## src/rtl/score_display_pkg.sv

```systemverilog
// score_display_pkg
// Shared constants and types for the score display scanner.
//   NUM_DIGITS       : number of multiplexed digits.
//   seg_t            : segment vector {g,f,e,d,c,b,a}, active-low.
//   SEG_0..SEG_9     : decimal digit patterns.
//   SEG_BLANK        : all segments off.
//   SEG_DASH         : middle bar only, shown for invalid BCD nibbles.
package score_display_pkg;

  localparam int NUM_DIGITS = 5;

  typedef logic [6:0] seg_t;

  localparam seg_t SEG_0     = 7'b1000000;
  localparam seg_t SEG_1     = 7'b1111001;
  localparam seg_t SEG_2     = 7'b0100100;
  localparam seg_t SEG_3     = 7'b0110000;
  localparam seg_t SEG_4     = 7'b0011001;
  localparam seg_t SEG_5     = 7'b0010010;
  localparam seg_t SEG_6     = 7'b0000010;
  localparam seg_t SEG_7     = 7'b1111000;
  localparam seg_t SEG_8     = 7'b0000000;
  localparam seg_t SEG_9     = 7'b0010000;
  localparam seg_t SEG_BLANK = 7'b1111111;
  localparam seg_t SEG_DASH  = 7'b0111111;

endpackage

```

## src/rtl/bcd_to_seven_seg.sv

```systemverilog
// bcd_to_seven_seg
// Combinational decoder from one BCD nibble to an active-low segment vector.
//   nib   : BCD digit; 10..15 are shown as a dash.
//   blank : forces all segments off (leading-zero suppression).
//   seg   : {g,f,e,d,c,b,a}, active-low.
module bcd_to_seven_seg
  import score_display_pkg::*;
(
  input  logic [3:0] nib,
  input  logic       blank,
  output seg_t       seg
);

  always_comb begin
    seg = SEG_DASH;
    if (blank) begin
      seg = SEG_BLANK;
    end else begin
      case (nib)
        4'd0:    seg = SEG_0;
        4'd1:    seg = SEG_1;
        4'd2:    seg = SEG_2;
        4'd3:    seg = SEG_3;
        4'd4:    seg = SEG_4;
        4'd5:    seg = SEG_5;
        4'd6:    seg = SEG_6;
        4'd7:    seg = SEG_7;
        4'd8:    seg = SEG_8;
        4'd9:    seg = SEG_9;
        default: seg = SEG_DASH;
      endcase
    end
  end

endmodule

```

## src/rtl/score_display_scanner.sv

```systemverilog
// score_display_scanner
// Scans a 5-digit multiplexed seven-segment display showing a packed-BCD
// score. The score is snapshotted once per frame, leading zeros are blanked
// and the digit/segment outputs are produced by a two-stage pipeline.
// Optional best-score tracking is compiled in with SCORE_DISPLAY_BEST_EN.
//   clk, rst    : clock, synchronous active-high reset.
//   bcd_score   : current score, 5 BCD nibbles, [3:0] least significant.
//   show_best   : (SCORE_DISPLAY_BEST_EN) display best score, sampled at frame start.
//   best_clr    : (SCORE_DISPLAY_BEST_EN) pulse clearing the best score.
//   an          : digit enables, active-low, bit k drives digit k.
//   seg         : segments {g,f,e,d,c,b,a}, active-low.
//   best_score  : (SCORE_DISPLAY_BEST_EN) registered best score.
//   new_best    : (SCORE_DISPLAY_BEST_EN) one-cycle pulse when best_score rises.
module score_display_scanner
  import score_display_pkg::*;
#(
  parameter int SCAN_DIV = 50000
) (
  input  logic        clk,
  input  logic        rst,
  input  logic [19:0] bcd_score,
`ifdef SCORE_DISPLAY_BEST_EN
  input  logic        show_best,
  input  logic        best_clr,
  output logic [19:0] best_score,
  output logic        new_best,
`endif
  output logic [4:0]  an,
  output seg_t        seg
);

  localparam int CW = (SCAN_DIV > 2) ? $clog2(SCAN_DIV) : 1;

  logic [CW-1:0] cnt;
  logic [2:0]    idx;
  logic [19:0]   snap;
  logic [19:0]   src;
  logic [19:0]   cur;
  logic          frame_start;
  logic          cnt_wrap;
  logic [3:0]    cur_nib;
  logic          cur_blank;

  logic [3:0]    s1_nib;
  logic          s1_blank;
  logic [4:0]    s1_an;
  seg_t          dec_seg;

`ifdef SCORE_DISPLAY_BEST_EN
  // A frame start coinciding with a best update sees the pre-update value,
  // because best_score is read from its register here.
  assign src = show_best ? best_score : bcd_score;
`else
  assign src = bcd_score;
`endif

  assign frame_start = (idx == 3'd0) && (cnt == '0);
  assign cnt_wrap    = (cnt == CW'(SCAN_DIV - 1));

  // Stage 1 reads the incoming source directly in the frame-start cycle so
  // digit 0 of a frame already comes from the new snapshot.
  assign cur       = frame_start ? src : snap;
  assign cur_nib   = 4'(cur >> {idx, 2'b00});
  assign cur_blank = (idx != 3'd0) && ((cur >> {idx, 2'b00}) == 20'd0);

  always_ff @(posedge clk) begin
    if (rst) begin
      cnt      <= '0;
      idx      <= 3'd0;
      snap     <= 20'd0;
      s1_nib   <= 4'd0;
      s1_blank <= 1'b1;
      s1_an    <= 5'b11111;
      an       <= 5'b11111;
      seg      <= SEG_BLANK;
    end else begin
      if (cnt_wrap) begin
        cnt <= '0;
        idx <= (idx == 3'(NUM_DIGITS - 1)) ? 3'd0 : idx + 3'd1;
      end else begin
        cnt <= cnt + CW'(1);
      end
      if (frame_start) snap <= src;
      s1_nib   <= cur_nib;
      s1_blank <= cur_blank;
      s1_an    <= ~(5'b00001 << idx);
      an       <= s1_an;
      seg      <= dec_seg;
    end
  end

  bcd_to_seven_seg u_dec (
    .nib   (s1_nib),
    .blank (s1_blank),
    .seg   (dec_seg)
  );

`ifdef SCORE_DISPLAY_BEST_EN
  // Unsigned compare of the packed word orders BCD values correctly.
  always_ff @(posedge clk) begin
    if (rst || best_clr) begin
      best_score <= 20'd0;
      new_best   <= 1'b0;
    end else if (bcd_score > best_score) begin
      best_score <= bcd_score;
      new_best   <= 1'b1;
    end else begin
      new_best   <= 1'b0;
    end
  end
`endif

endmodule

```

## config.mk

```make
export PLATFORM = sky130hd
export DESIGN_NAME = score_display_scanner
export DESIGN_NICKNAME = d
export VERILOG_FILES = /design/src/rtl/score_display_pkg.sv /design/src/rtl/bcd_to_seven_seg.sv /design/src/rtl/score_display_scanner.sv
export SDC_FILE = /design/constraint.sdc
export NUM_CORES = 1
export LEC_CHECK = 0
export CORE_MARGIN = 3
export CORE_UTILIZATION = 55
export DETAILED_ROUTE_END_ITERATION = 8
export GPL_TIMING_DRIVEN = 0
export PLACE_DENSITY = 0.79
export SETUP_SLACK_MARGIN = 0.5
export SLEW_MARGIN = 20
export SYNTH_ARGS = -nofsm -noshare
export SYNTH_HDL_FRONTEND = slang
export SYNTH_SLANG_ARGS = --single-unit
export TNS_END_PERCENT = 10
```

## constraint.sdc

```tcl
create_clock -name clk -period 4.16 [get_ports clk]
set_input_delay 0.832 -clock clk [delete_from_list [all_inputs] [get_ports clk]]
set_output_delay 0.832 -clock clk [all_outputs]
set_load 0.005 [all_outputs]
```

==> results.sh, run 1 <==
export IMPL_clock_root_buffer="clkbuf_8"
export IMPL_die_area_sq_um=5950
export IMPL_dpl_hpwl_mm=4.18
export IMPL_vdd_drop_max_uv=251
export IMPL_synth_top_area_cell="dfxtp_1"
export IMPL_total_power_mw=1.39
export IMPL_dominantRegCellSynth="dfxtp_1"
export IMPL_wl_met3_um=353
export IMPL_leakagePower_nw=1.32
export IMPL_synthTopCellsByArea="dfxtp_1 44%, mux2i_1 6.5%, nor2_1 5.9%, ha_1 5.4%, mux4_2 4.9%"
export IMPL_synth_compound_area_share=0.0868
export IMPL_vias_per_cell=5.36
export IMPL_place_gp_congestion=0.859
export IMPL_synth_xor_area_share=0.0409
export IMPL_gr_total_overflow=0
export IMPL_hold_violations=0
export IMPL_synthDominantCellAreaShare=0.439
export IMPL_synth_cell_types=41
export IMPL_skew_ns=0.00803
export IMPL_drt_met1_wl_mm=2.56
export IMPL_synth_adder_area_share=0.0540
export IMPL_synthCells=294
export IMPL_max_slew_margin=0.420
export IMPL_core_area_sq_um=4820
export IMPL_antenna_found_initial=0
export IMPL_post_route_drc_count=0
export IMPL_num_vias=2191
export IMPL_ant_nets=0
export IMPL_grt_first_pass_wirelength_mm=10.1
export IMPL_drt_pass1_iterations=4
export IMPL_critPathSlowestCell="dfxtp_1"
export IMPL_cts_setup_buffers=0
export IMPL_clk_pin_slew_ns=0.06
export IMPL_worstMarginPinSlew_ns=0.861
export IMPL_slowest_delay_ns=0.53
export IMPL_setup_violations=0
export IMPL_drt_iter0_drc=125
export IMPL_final_cell_mix="61 x dfxtp_1, 44 x nor2_1, 32 x clkdlybuf4s50_1, 31 x nand2_1, 18 x mux2i_1"
export IMPL_startpoint="idx[0]"
export IMPL_cp_arrival_ns=3.65
export IMPL_antenna_cells=0
export IMPL_min_period_over_period=0.819
export IMPL_cts_hold_fix_buffers=0
export IMPL_synth_simple_gate_area_share=0.203
export IMPL_rsz0062_at_grt="no"
export IMPL_cts_resized=1
export IMPL_power_density_nw_per_um2=409
export IMPL_synth_top_family_by_area="simple AND/OR/NAND/NOR gates"
export IMPL_synth_seq_cells=61
export IMPL_avgSynthCellArea_sq_um=9.46
export IMPL_synthMuxAreaShare=0.132
export IMPL_track_usage=0.217
export IMPL_critPathCaptureType="flop"
export IMPL_startpoint_type="flop"
export IMPL_finalWirelength_mm=5.80
export IMPL_syn_nets=328
export IMPL_setup_tns_ns=0
export IMPL_start_util=0.578
export IMPL_h_tree_depth=3
export IMPL_cp_num_buf_inv=5
export IMPL_die_width_um=77.1
export IMPL_yosys_warnings=0
export IMPL_reg2reg_from="idx[0]"
export IMPL_post_drt_wl_per_cell_um=14.2
export IMPL_async_flop_share=0
export IMPL_portBuffers=32
export IMPL_status="complete, no violations"
export IMPL_nets=371
export IMPL_fmax_mhz=293
export IMPL_drv_cap=0
export IMPL_dp_cells=393
export IMPL_hold_ws_ns=0.409
export IMPL_layout_commonest_cell="dfxtp_1"
export IMPL_required_ns=4.40
export IMPL_fin_cells=409
export IMPL_grt_pass1_vias=2185
export IMPL_io_pins=34
export IMPL_critical_path_class="reg -> reg"
export IMPL_clockBufferDepth=2
export IMPL_min_period_ns=3.41
export IMPL_hp_class="reg -> reg"
export IMPL_clk_latency_ns=0.34
export IMPL_cpLargestDelayFamily="buffers and inverters"
export IMPL_maxSlewViolCount=0
export IMPL_rows=25
export IMPL_cp_max_fo=11
export IMPL_yosysSeqAreaShare=0.439
export IMPL_layout_area_overhead_vs_synth_pct=22.3
export IMPL_drive_gt1_frac=0.114
export IMPL_cts_buffers=9
export IMPL_clock_sinks=61
export IMPL_fill_cells=370
export IMPL_dieHeight_um=77.1
export IMPL_wl_met2_mm=2.79
export IMPL_cts_tree="built"
export IMPL_top_layer_used="met4"
export IMPL_hold_start="s1_an[4]"
export IMPL_netlist_area_sq_um=2780
export IMPL_synth_edf_count=0
export IMPL_crit_chain="inv_1, clkbuf_4, ha_1, nor4b_2, nand4_2, or2_1, buf_6, buf_12, clkbuf_1, a21oi_1, a211oi_1, a311oi_1, o41ai_2"
export IMPL_grt_max_degree=12
[cells by family (layout without fill, tap and decap cells)]
logic type,after synthesis,in the layout
fa+ha+maj,12,12
xor+xnor,13,13
simple gates,119,119
mux,26,26
buf+inv,26,74
flops,61,61
compound gates,37,37
[cells in the mapped netlist, drive strengths merged, types with 3 or more instances]
library cell / n
dfxtp: 61
nor2: 44
nand2: 31
mux2i: 18
a21oi: 13
inv: 13
ha: 12
o21ai: 12
nand3: 10
nor4: 10
clkbuf: 9
mux4: 8
or2: 7
xor2: 7
xnor2: 6
and2: 4
buf: 4
nor3: 3
[final timing paths]
check | slack [ns] | to | cells past startpoint
worst max register to register | 0.75 | s1_blank | 13
worst min-delay path | 0.41 | an[4] | 1
worst max-delay path | 0.75 | s1_blank | 13
worst min register to register | 0.41 | an[4] | 1
[worst register-to-register path: stages, from the launching register on]
cell,delay [ns]
dfxtp_1,0.53
inv_1,0.17
clkbuf_4,0.24
ha_1,0.30
nor4b_2,0.19
nand4_2,0.16
or2_1,0.14
buf_6,0.15
buf_12,0.15
clkbuf_1,0.47
a21oi_1,0.14
a211oi_1,0.25
a311oi_1,0.15
o41ai_2,0.28
[cell type report]
cell class | count | area, sq um | area share
sequential | 61 | 1220 | 0.359
clock buffer | 13 | 169 | 0.0497
tap | 67 | 83.8 | 0.0246
multi-input combinational | 207 | 1440 | 0.423
buffer | 13 | 77.6 | 0.0228
inverter | 13 | 48.8 | 0.0143
timing repair buffer | 32 | 320 | 0.0942
clock inverter | 3 | 42.5 | 0.0125
[through the flow]
stage | area [sq um] | utilization | setup WS, ns
final | 3400 | 0.706 | 0.751
after global routing | 3400 | 0.706 | 0.514
after CTS | 3400 | 0.706 | 0.721
after detailed placement | 3190 | 0.662 | 0.535
after global placement | 3190 | 0.662 | 0.601
after floorplan | 2780 | - | 1.21
[sequential cells by signal, summed over array words and instances (netlist names)]
| name | flops |
|---|---|
| seg | 7 |
| s1_nib | 4 |
| an | 5 |
| s1_blank | 1 |
| snap | 20 |
| s1_an | 5 |
| cnt | 16 |
| idx | 3 |
[per-layer routing]
layer / vias to the layer above / global-route usage
li1: 1103 / -
met1: 1007 / 0.268
met5: - / 0
met2: 72 / 0.352
met3: 9 / 0.0622
met4: 0 / 0.0943
[report_power, final]
group	switching [mW]	internal [mW]	total (mW)
sequential	0.0209	0.617	0.638
clock	0.217	0.325	0.542
combinational	0.102	0.110	0.212
Note: power is estimated with default switching activity, not from simulation.
==> run 2, diff against run 1 <==
==> constraint.sdc (replaced) <==
create_clock -name clk -period 3.25 [get_ports clk]
set_input_delay 0.65 -clock clk [delete_from_list [all_inputs] [get_ports clk]]
set_output_delay 0.65 -clock clk [all_outputs]
set_load 0.005 [all_outputs]
==> run 2 against run 1 <==
  * Die area did not move
  * Sequential power rose by 28%
  * Clock power rose by 38%
  * Worst hold slack barely moved
  * Power rose by 33%
  * Clock-buffer cell count fell by 3
  * Largest cell class unchanged
  * Highest routed layer unchanged
==> results.sh, run 2 (same netlist as run 1, synthesis figures left out) <==
export IMPL_cp_max_fo=10
export IMPL_vias_per_cell=5.49
export IMPL_dieHeight_um=77.1
export IMPL_post_drt_wl_per_cell_um=14.8
export IMPL_sw_frac_of_total=0.250
export IMPL_clk_pin_slew_ns=0.07
export IMPL_required_ns=3.50
export IMPL_antenna_cells=0
export IMPL_portBuffers=32
export IMPL_hold_start="s1_an[0]"
export IMPL_multiInputGateArea_sq_um=1480
export IMPL_h_tree_depth=3
export IMPL_cts_buffers=9
export IMPL_r2r_end="s1_blank"
export IMPL_core_area_sq_um=4820
export IMPL_hold_violations=0
export IMPL_rows=25
export IMPL_die_width_um=77.1
export IMPL_clock_sinks=61
export IMPL_layout_area_overhead_vs_synth_pct=26.5
export IMPL_critical_path_class="reg -> reg"
export IMPL_clockBufferDepth=2
export IMPL_cts_tree="built"
export IMPL_nets=376
export IMPL_layout_commonest_cell="dfxtp_1"
export IMPL_setup_violations=0
export IMPL_clock_root_buffer="clkbuf_8"
export IMPL_post_route_drc_count=0
export IMPL_min_period_over_period=0.830
export IMPL_startpoint="idx[0]"
export IMPL_hp_class="reg -> reg"
export IMPL_clk_latency_ns=0.35
export IMPL_holdPathStages=1
export IMPL_grt_pass1_vias=2192
export IMPL_antenna_found_initial=0
export IMPL_start_util=0.578
export IMPL_p_sw_mw=0.461
export IMPL_max_slew_margin=0.614
export IMPL_gr_total_overflow=0
export IMPL_grt_first_pass_wirelength_mm=10.4
export IMPL_setup_tns_ns=0
export IMPL_vdd_drop_max_uv=458
export IMPL_rsz0062_at_grt="yes"
export IMPL_p_int_mw=1.38
export IMPL_drive_gt1_frac=0.159
export IMPL_status="complete, no violations"
export IMPL_largest_reg_flops=20
export IMPL_clock_power_share=0.407
export IMPL_total_power_mw=1.85
export IMPL_num_vias=2273
export IMPL_grt_max_degree=12
export IMPL_power_density_nw_per_um2=524
export IMPL_drv_cap=0
export IMPL_min_period_ns=2.70
export IMPL_combinationalPowerShare=0.152
export IMPL_finalWirelength_mm=6.12
export IMPL_skew_ns=0.00941
export IMPL_reg2reg_depth=12
export IMPL_drt_iter0_drc=101
export IMPL_startpoint_type="flop"
export IMPL_fill_cells=357
export IMPL_cp_arrival_ns=2.95
export IMPL_reg2reg_from="idx[0]"
export IMPL_dpl_hpwl_mm=4.12
export IMPL_fin_cells=414
export IMPL_track_usage=0.224
export IMPL_leakagePower_nw=1.39
export IMPL_critPathCaptureType="flop"
export IMPL_rrSetupSlack_ns=0.55
export IMPL_largestRegisters="snap: 20 flops, cnt: 16 flops, seg: 7 flops"
export IMPL_p_seq_frac=0.442
export IMPL_place_gp_congestion=0.856
export IMPL_area_sequential_sq_um=1230
export IMPL_die_area_sq_um=5950
export IMPL_worstMarginPinSlew_ns=0.574
export IMPL_min_to="an[0]"
export IMPL_drt_pass1_iterations=4
export IMPL_fmax_mhz=371
export IMPL_maxSlewViolCount=0
export IMPL_io_pins=34
export IMPL_final_cell_mix="59 x dfxtp_1, 44 x nor2_1, 32 x clkdlybuf4s50_1, 31 x nand2_1, 18 x mux2i_1"
export IMPL_dp_cells=393
export IMPL_top_register="snap"
export IMPL_ant_nets=0
export IMPL_cts_hold_fix_buffers=0
-- run 2: changes by cell type in the layout (fill, tap and decap cells not counted), sizes merged --
cell    delta
clkbuf     -3
clkinv     +2
buf        +5
bufinv     +1
-- run 2: layer usage --
metal / vias to the layer above / track usage / share of wire
met5: - / 0 / 0
met4: 0 / 0.0996 / 0.033
met3: 24 / 0.0880 / 0.068
met2: 91 / 0.362 / 0.48
met1: 1045 / 0.260 / 0.42
li1: 1113 / - / -
-- run 2: power groups by stage --
stage	logic, mW	registers, mW	clock network [mW]
CTS	0.277	0.814	0.766
floorplan	0.184	0.826	0
global placement	0.262	0.830	0
global route	0.305	0.819	0.803
detailed placement	0.268	0.832	0
finish	0.280	0.815	0.750
-- run 2: area by class of cell --
class                      instances  area share
inverter                          13      0.0146
sequential                        61       0.348
clock buffer                      10      0.0391
timing repair buffer              37       0.102
buffer                            13      0.0277
tap                               67      0.0238
multi-input combinational        207       0.420
clock inverter                     6      0.0245
-- run 2: critical path, stage by stage, from the launching register on --
cell and delay (ns):
dfxtp_4 0.37, inv_4 0.07, clkbuf_16 0.13, ha_4 0.12
nor4b_4 0.21, nand4_2 0.16, or2_1 0.26, buf_6 0.15
buf_12 0.15, mux4_2 0.43, nor2_1 0.11, a311oi_1 0.12
o41ai_2 0.31
-- run 2: per-stage QoR --
stage                     setup slack (ns)  cell area [sq um]  hold slack (ns)   util
after CTS                            0.504               3510            0.411  0.729
after detailed placement           0.00482               3190            0.394  0.663
after floorplan                      0.506               2790            0.389      -
after global placement              0.0557               3190            0.392  0.663
after global routing                 0.425               3520            0.433  0.731
final                                0.553               3520            0.408  0.731
-- run 2: worst max-delay path by stage --
stage / endpoint / cells past startpoint
after floorplan: s1_blank / 12
after global placement: s1_blank / 13
after detailed placement: s1_blank / 13
after CTS: s1_blank / 12
after global routing: s1_blank / 12
final: s1_blank / 12
-- run 2: what timing repair did --
action | CTS | global route
setup buffers | 5 | 0
setup endpoints to repair | 6 | 12
resized for setup | 13 | 2
pin swaps | 7 | 2
==> edit 1, RTL diff (flow settings as in run 2) <==
Register the output `seg` once more; this adds one clock of latency there. The other outputs are not delayed to match.
--- a/src/rtl/score_display_scanner.sv
+++ b/src/rtl/score_display_scanner.sv
@@ -31,4 +31,6 @@
 
   localparam int CW = (SCAN_DIV > 2) ? $clog2(SCAN_DIV) : 1;
+
+  seg_t seg_s0;
 
   logic [CW-1:0] cnt;
@@ -73,5 +75,5 @@
       s1_an    <= 5'b11111;
       an       <= 5'b11111;
-      seg      <= SEG_BLANK;
+      seg_s0   <= SEG_BLANK;
     end else begin
       if (cnt_wrap) begin
@@ -86,5 +88,5 @@
       s1_an    <= ~(5'b00001 << idx);
       an       <= s1_an;
-      seg      <= dec_seg;
+      seg_s0   <= dec_seg;
     end
   end
@@ -111,4 +113,8 @@
 `endif
 
+  always_ff @(posedge clk) begin
+    seg <= seg_s0;
+  end
+
 endmodule
 
Formal check against the unedited RTL: not equivalent (Yosys sat finds a counterexample within 4 cycles, from zero or initial values and one cycle with rst high).
==> edit 1 against run 2 <==
Routed wire length increased by 1.2%. Design area increased by 6.1%. Setup slack improved by 61 ps. Sequential cell count increased by 7. Power decreased by 2.6%. Area after synthesis increased by 8.3%. Sequential power increased by 12%. Critical path type unchanged.
==> edit 1: results (changes against run 2) <==
Status
  • Status: completed

Synthesis
  • Total nets after synthesis: 342 (+4.3%)
  • Mux share of post-synthesis cell area: 0.122 (-0.0102)
  • Area share of fa/ha/maj cells after synthesis: 0.0498 (-0.00414)
  • Post-synthesis share of cell area spent on xor and xnor gates: 0.0378 (-0.00314)
  • Synth cell count leaders: sky130_fd_sc_hd__dfxtp_1 (68), sky130_fd_sc_hd__nor2_1 (45), sky130_fd_sc_hd__nand2_1 (27), sky130_fd_sc_hd__mux2i_1 (21), sky130_fd_sc_hd__o21ai_0 (14)
  • Proportion of synthesized chip area in sequential cells: 0.452 (+0.0128)
  • Area fraction in compound gates after synthesis: 0.0930 (+0.00620)
  • Number of distinct library cells after synthesis: 47 (+15%)
  • Post-Synthesis Mean Instance Area: 9.79 sq um (+3.4%)

Route
  • Average via count per standard cell: 5.55 (+1.1%)
  • Met3 WL: 424 um (+2.4%)
  • Routed length on met2: 2.98 mm (+2.2%)
  • Starting DRC count in detailed routing: 151 (+50%)
  • Wirelength per Cell: 14.3 um (-3.0%)
  • Via total after detailed routing: 2398 (+5.5%)

Setup path
  • Endpoint arrival time on the critical path: 2890 ps (-60 ps)
  • Crit-path max FO: 11 (+1)
  • Peak per-stage delay on the critical path: 400 ps (-30 ps)
  • Slowest cell on the critical path: sky130_fd_sc_hd__dfxtp_4

Cells and area
  • Proportion of layout cells with a drive suffix above 1: 0.171 (+0.0128)
  • Fin nets: 391 (+4.0%)
  • Final-layout fill cell count: 410 (+15%)
  • Largest registers: snap x20, cnt x16
  • Area taken by multi-input logic gates: 0.00160 sq mm (+8.0%)

GRT
  • GR met3 Demand/Resource: 0.0587 (-0.0293)
  • Aggregate global-route resource usage: 0.208 (-0.0159)
  • Fraction of met1 tracks used by global routing: 0.252 (-0.00803)
  • Number of global-route vias before repair: 2303 (+5.1%)
  • Met2 Usage GRT: 0.329 (-0.0332)
  • Wire length of the first global-routing pass: 10.2 mm (-1.5%)

Place
  • Setup slack after placement: 4.93 ps (+0.109 ps)
  • Global placer's final weighted congestion: 0.854 (-0.21%)
  • Post-placement cell count: 410 (+4.3%)
  • DP HPWL: 4.33 mm (+5.0%)

Power
  • Net load switching power: 0.469 mW (+1.7%)
  • Leakage power total: 1.47 nW (+6.1%)
  • Worst-case vdd ir drop: 0.297 mV (-35%)

Timing
  • Worst Tran Pin Value: 515 ps (-59.3 ps)
-- edit 1: cell types whose count changed after synthesis, moves of 3 or more --
cell	before	now
sky130_fd_sc_hd__mux2i_1	18	21
sky130_fd_sc_hd__nor4_1	10	5
sky130_fd_sc_hd__buf_4	0	3
sky130_fd_sc_hd__nand2_1	31	27
sky130_fd_sc_hd__dfxtp_1	61	68
sky130_fd_sc_hd__o21ai_0	11	14
sky130_fd_sc_hd__clkbuf_1	9	6
sky130_fd_sc_hd__a2bb2oi_1	0	3
sky130_fd_sc_hd__or4_1	1	4
-- edit 1: final cells by class --
type	count	area share
Buffer	13	0.0271
Inverter	11	0.0131
Tap cell	70	0.0235
Clock buffer	11	0.0379
Sequential cell	68	0.365
Multi-Input combinational cell	216	0.428
Timing Repair Buffer	38	0.0978
Clock inverter	5	0.00737
-- edit 1: final timing paths --
kind	from	end	slack [ps]	cells after the start
setup / recovery	idx[0]$_SDFFE_PP0P_	s1_blank$_SDFF_PP1_	610	11
hold / removal	seg_s0[6]$_SDFF_PP1_	seg[6]$_DFF_P_	330	0
setup reg to reg	idx[0]$_SDFFE_PP0P_	s1_blank$_SDFF_PP1_	610	11
hold reg to reg	seg_s0[6]$_SDFF_PP1_	seg[6]$_DFF_P_	330	0
-- edit 1: power groups by stage --
stage / clock network, mW / registers [mW] / logic, mW
floorplan: 0 / 0.921 / 0.179
global route: 0.644 / 0.914 / 0.323
global placement: 0 / 0.926 / 0.255
finish: 0.591 / 0.909 / 0.297
CTS: 0.605 / 0.909 / 0.276
detailed placement: 0 / 0.928 / 0.262
-- edit 1: repair_timing --
| action | 4_1_cts | 5_1_grt |
|---|---|---|
| endpoints found under the hold margin | 0 | 0 |
| pin swaps | 1 | 3 |
| setup buffers | 4 | 2 |
| endpoints found under the setup margin | 16 | 2 |
| resized for setup | 8 | 13 |
==> edit 2, RTL diff (settings of run 2) <==
Made on the original files. Set the parameter `SCAN_DIV` to 100000 (it was 50000).
--- a/src/rtl/score_display_scanner.sv
+++ b/src/rtl/score_display_scanner.sv
@@ -15,5 +15,5 @@
   import score_display_pkg::*;
 #(
-  parameter int SCAN_DIV = 50000
+  parameter int SCAN_DIV = 100000
 ) (
   input  logic        clk,
Check against the original RTL: same outputs for any inputs over 10 cycles, from zero or initial values and one cycle with rst high; that may be too few to reach the edited logic, so the function may still have changed.
==> edit 2 against run 2 <==
Sequential cell count grew 1. Core utilization grew 0.80 points. Design area grew 3.1%. Power grew 1.1%. Area after synthesis rose by 4.1%. Count of clock-buffer cells in the layout is 2 higher. Critical endpoint unchanged. Routed wire length increased by 4.3%. Setup slack improved by 26 ps.
==> edit 2: results (changes against run 2) <==
Hold path
  • Min-Delay Path Class: register to register

Cells and area
  • Proportion of layout cells with a drive suffix above 1: 0.138 (-0.0208)
  • Diodes inserted: 0 (unchanged)
  • Fin nets: 392 (+4.3%)
  • Largest registers: snap x20, cnt x17, seg x7

GRT
  • Aggregate global-route resource usage: 0.221 (-0.00256)
  • Pin count of the biggest net entering global routing: 12 (unchanged)
  • Wire length of the first global-routing pass: 10.7 mm (+3.3%)
  • Number of global-route vias before repair: 2319 (+5.8%)
  • Number of antenna violations at the first check in global routing: 0 (unchanged)

Power
  • Clock network power: 0.735 mW (-2%)
  • Worst-case vdd ir drop: 0.289 mV (-37%)
  • Leakage power total: 1.43 nW (+2.8%)
  • Part of the total power dissipated in combinational logic: 0.159 (+0.007)
  • Switching share of total power: 0.245 (-0.00515)

Timing
  • Worst Tran Pin Value: 670 ps (+95.8 ps)
  • Setup skew after layout: 6.71 ps (-2.69 ps)

Synthesis
  • Share of synthesized flip-flops with an asynchronous set or reset: 0 (unchanged)
  • Proportion of synthesized chip area in sequential cells: 0.428 (-0.0105)
  • Number of distinct library cells after synthesis: 43 (+4.9%)
  • Cell types occupying the most area after synthesis: sky130_fd_sc_hd__dfxtp_1 (43%), sky130_fd_sc_hd__mux2i_1 (7.9%), sky130_fd_sc_hd__nor2_1 (5.7%)
  • Total nets after synthesis: 345 (+5.2%)
  • Synth cell count leaders: sky130_fd_sc_hd__dfxtp_1 (62), sky130_fd_sc_hd__nor2_1 (44), sky130_fd_sc_hd__nand2_1 (28), sky130_fd_sc_hd__mux2i_1 (23), sky130_fd_sc_hd__nand3_1 (14)

Place
  • I/O Buffers: 33 (+3.1%)
  • Global placer's final weighted congestion: 0.923 (+7.9%)
  • DP HPWL: 4.37 mm (+5.9%)

Route
  • Starting DRC count in detailed routing: 179 (+77%)
  • 1st-pass router iterations: 4 (unchanged)
  • Wirelength per Cell: 14.9 um (+0.43%)
  • Via total after detailed routing: 2375 (+4.5%)

CTS
  • Source-to-sink clock delay at the later pin of the worst-skew pair: 340 ps
  • Largest buffer count on any clock path: 2 (unchanged)
  • # H-tree levels: 3 (unchanged)
  • Clock-pin slew of the registers on the worst-case setup and hold paths: 70 ps (about the same)

Setup path
  • Endpoint arrival time on the critical path: 2920 ps (-30 ps)
  • Crit-path max FO: 11 (+1)

Status
  • Status: completed
==> edit 2: cell families (layout without fill, tap and decap cells) <==
kind of cell    count (synthesis)  count (layout)  synth area share
compound gates                 43              43            0.0963
xor+xnor                       13              13            0.0393
fa+ha+maj                      12              12            0.0518
buf+inv                        27              79            0.0419
flops                          62              62             0.428
mux                            29              29             0.126
simple gates                  125             125             0.216
==> edit 2: cell type report <==
class / instances / area (sq um)
Tap cell: 67 / 83.8
Buffer: 13 / 88.8
Clock inverter: 4 / 70.1
Sequential cell: 62 / 1240
Inverter: 14 / 52.6
Clock buffer: 12 / 145
Timing Repair Buffer: 36 / 353
Multi-Input combinational cell: 222 / 1590
Fill cell: 378 / 1280
==> edit 2: timing repair <==
item / in CTS / in global routing
resized for setup: 8 / 8
hold buffers: 0 / 0
buffers inserted: 3 / 0
pin swaps: 0 / 3
endpoints found under the setup margin: 5 / 1
==> edit 2: stage by stage <==
stage	hold slack, ps	area, sq um	worst slack (ps)	total power [mW]	instances
global placement	392	3310	176	1.11	411
finish	411	3630	579	1.87	430
CTS	412	3590	531	1.87	430
floorplan	389	2900	566	1.02	311
detailed placement	398	3310	181	1.12	411
global route	439	3630	509	1.95	430
==> edit 2: worst max-delay path, stage by stage, from the launching register on <==
cell and delay [ps]:
sky130_fd_sc_hd__dfxtp_2 350, sky130_fd_sc_hd__inv_2 80, sky130_fd_sc_hd__buf_12 140, sky130_fd_sc_hd__ha_4 160, sky130_fd_sc_hd__inv_2 60, sky130_fd_sc_hd__or3_4 370, sky130_fd_sc_hd__nor2_4 140, sky130_fd_sc_hd__buf_6 140
sky130_fd_sc_hd__mux4_2 340, sky130_fd_sc_hd__nor4_4 310, sky130_fd_sc_hd__nand4_1 180, sky130_fd_sc_hd__a311oi_2 290
==> edit 2: metal layers <==
| metal | global-route usage | share of wire | vias up |
|---|---|---|---|
| met1 | 0.281 | 0.45 | 1091 |
| li1 | - | - | 1182 |
| met2 | 0.343 | 0.46 | 86 |
| met4 | 0.140 | 0.027 | 0 |
| met3 | 0.0413 | 0.059 | 16 |
| met5 | 0 | 0 | - |
==> edit 2: worst paths after layout <==
check	startpoint	end	slack, ps	depth (start not counted)
worst max-delay path	idx[0]$_SDFFE_PP0P_	s1_blank$_SDFF_PP1_	580	11
worst min-delay path	s1_an[1]$_SDFF_PP1_	an[1]$_SDFF_PP1_	410	1
worst max register to register	idx[0]$_SDFFE_PP0P_	s1_blank$_SDFF_PP1_	580	11
worst min register to register	s1_an[1]$_SDFF_PP1_	an[1]$_SDFF_PP1_	410	1
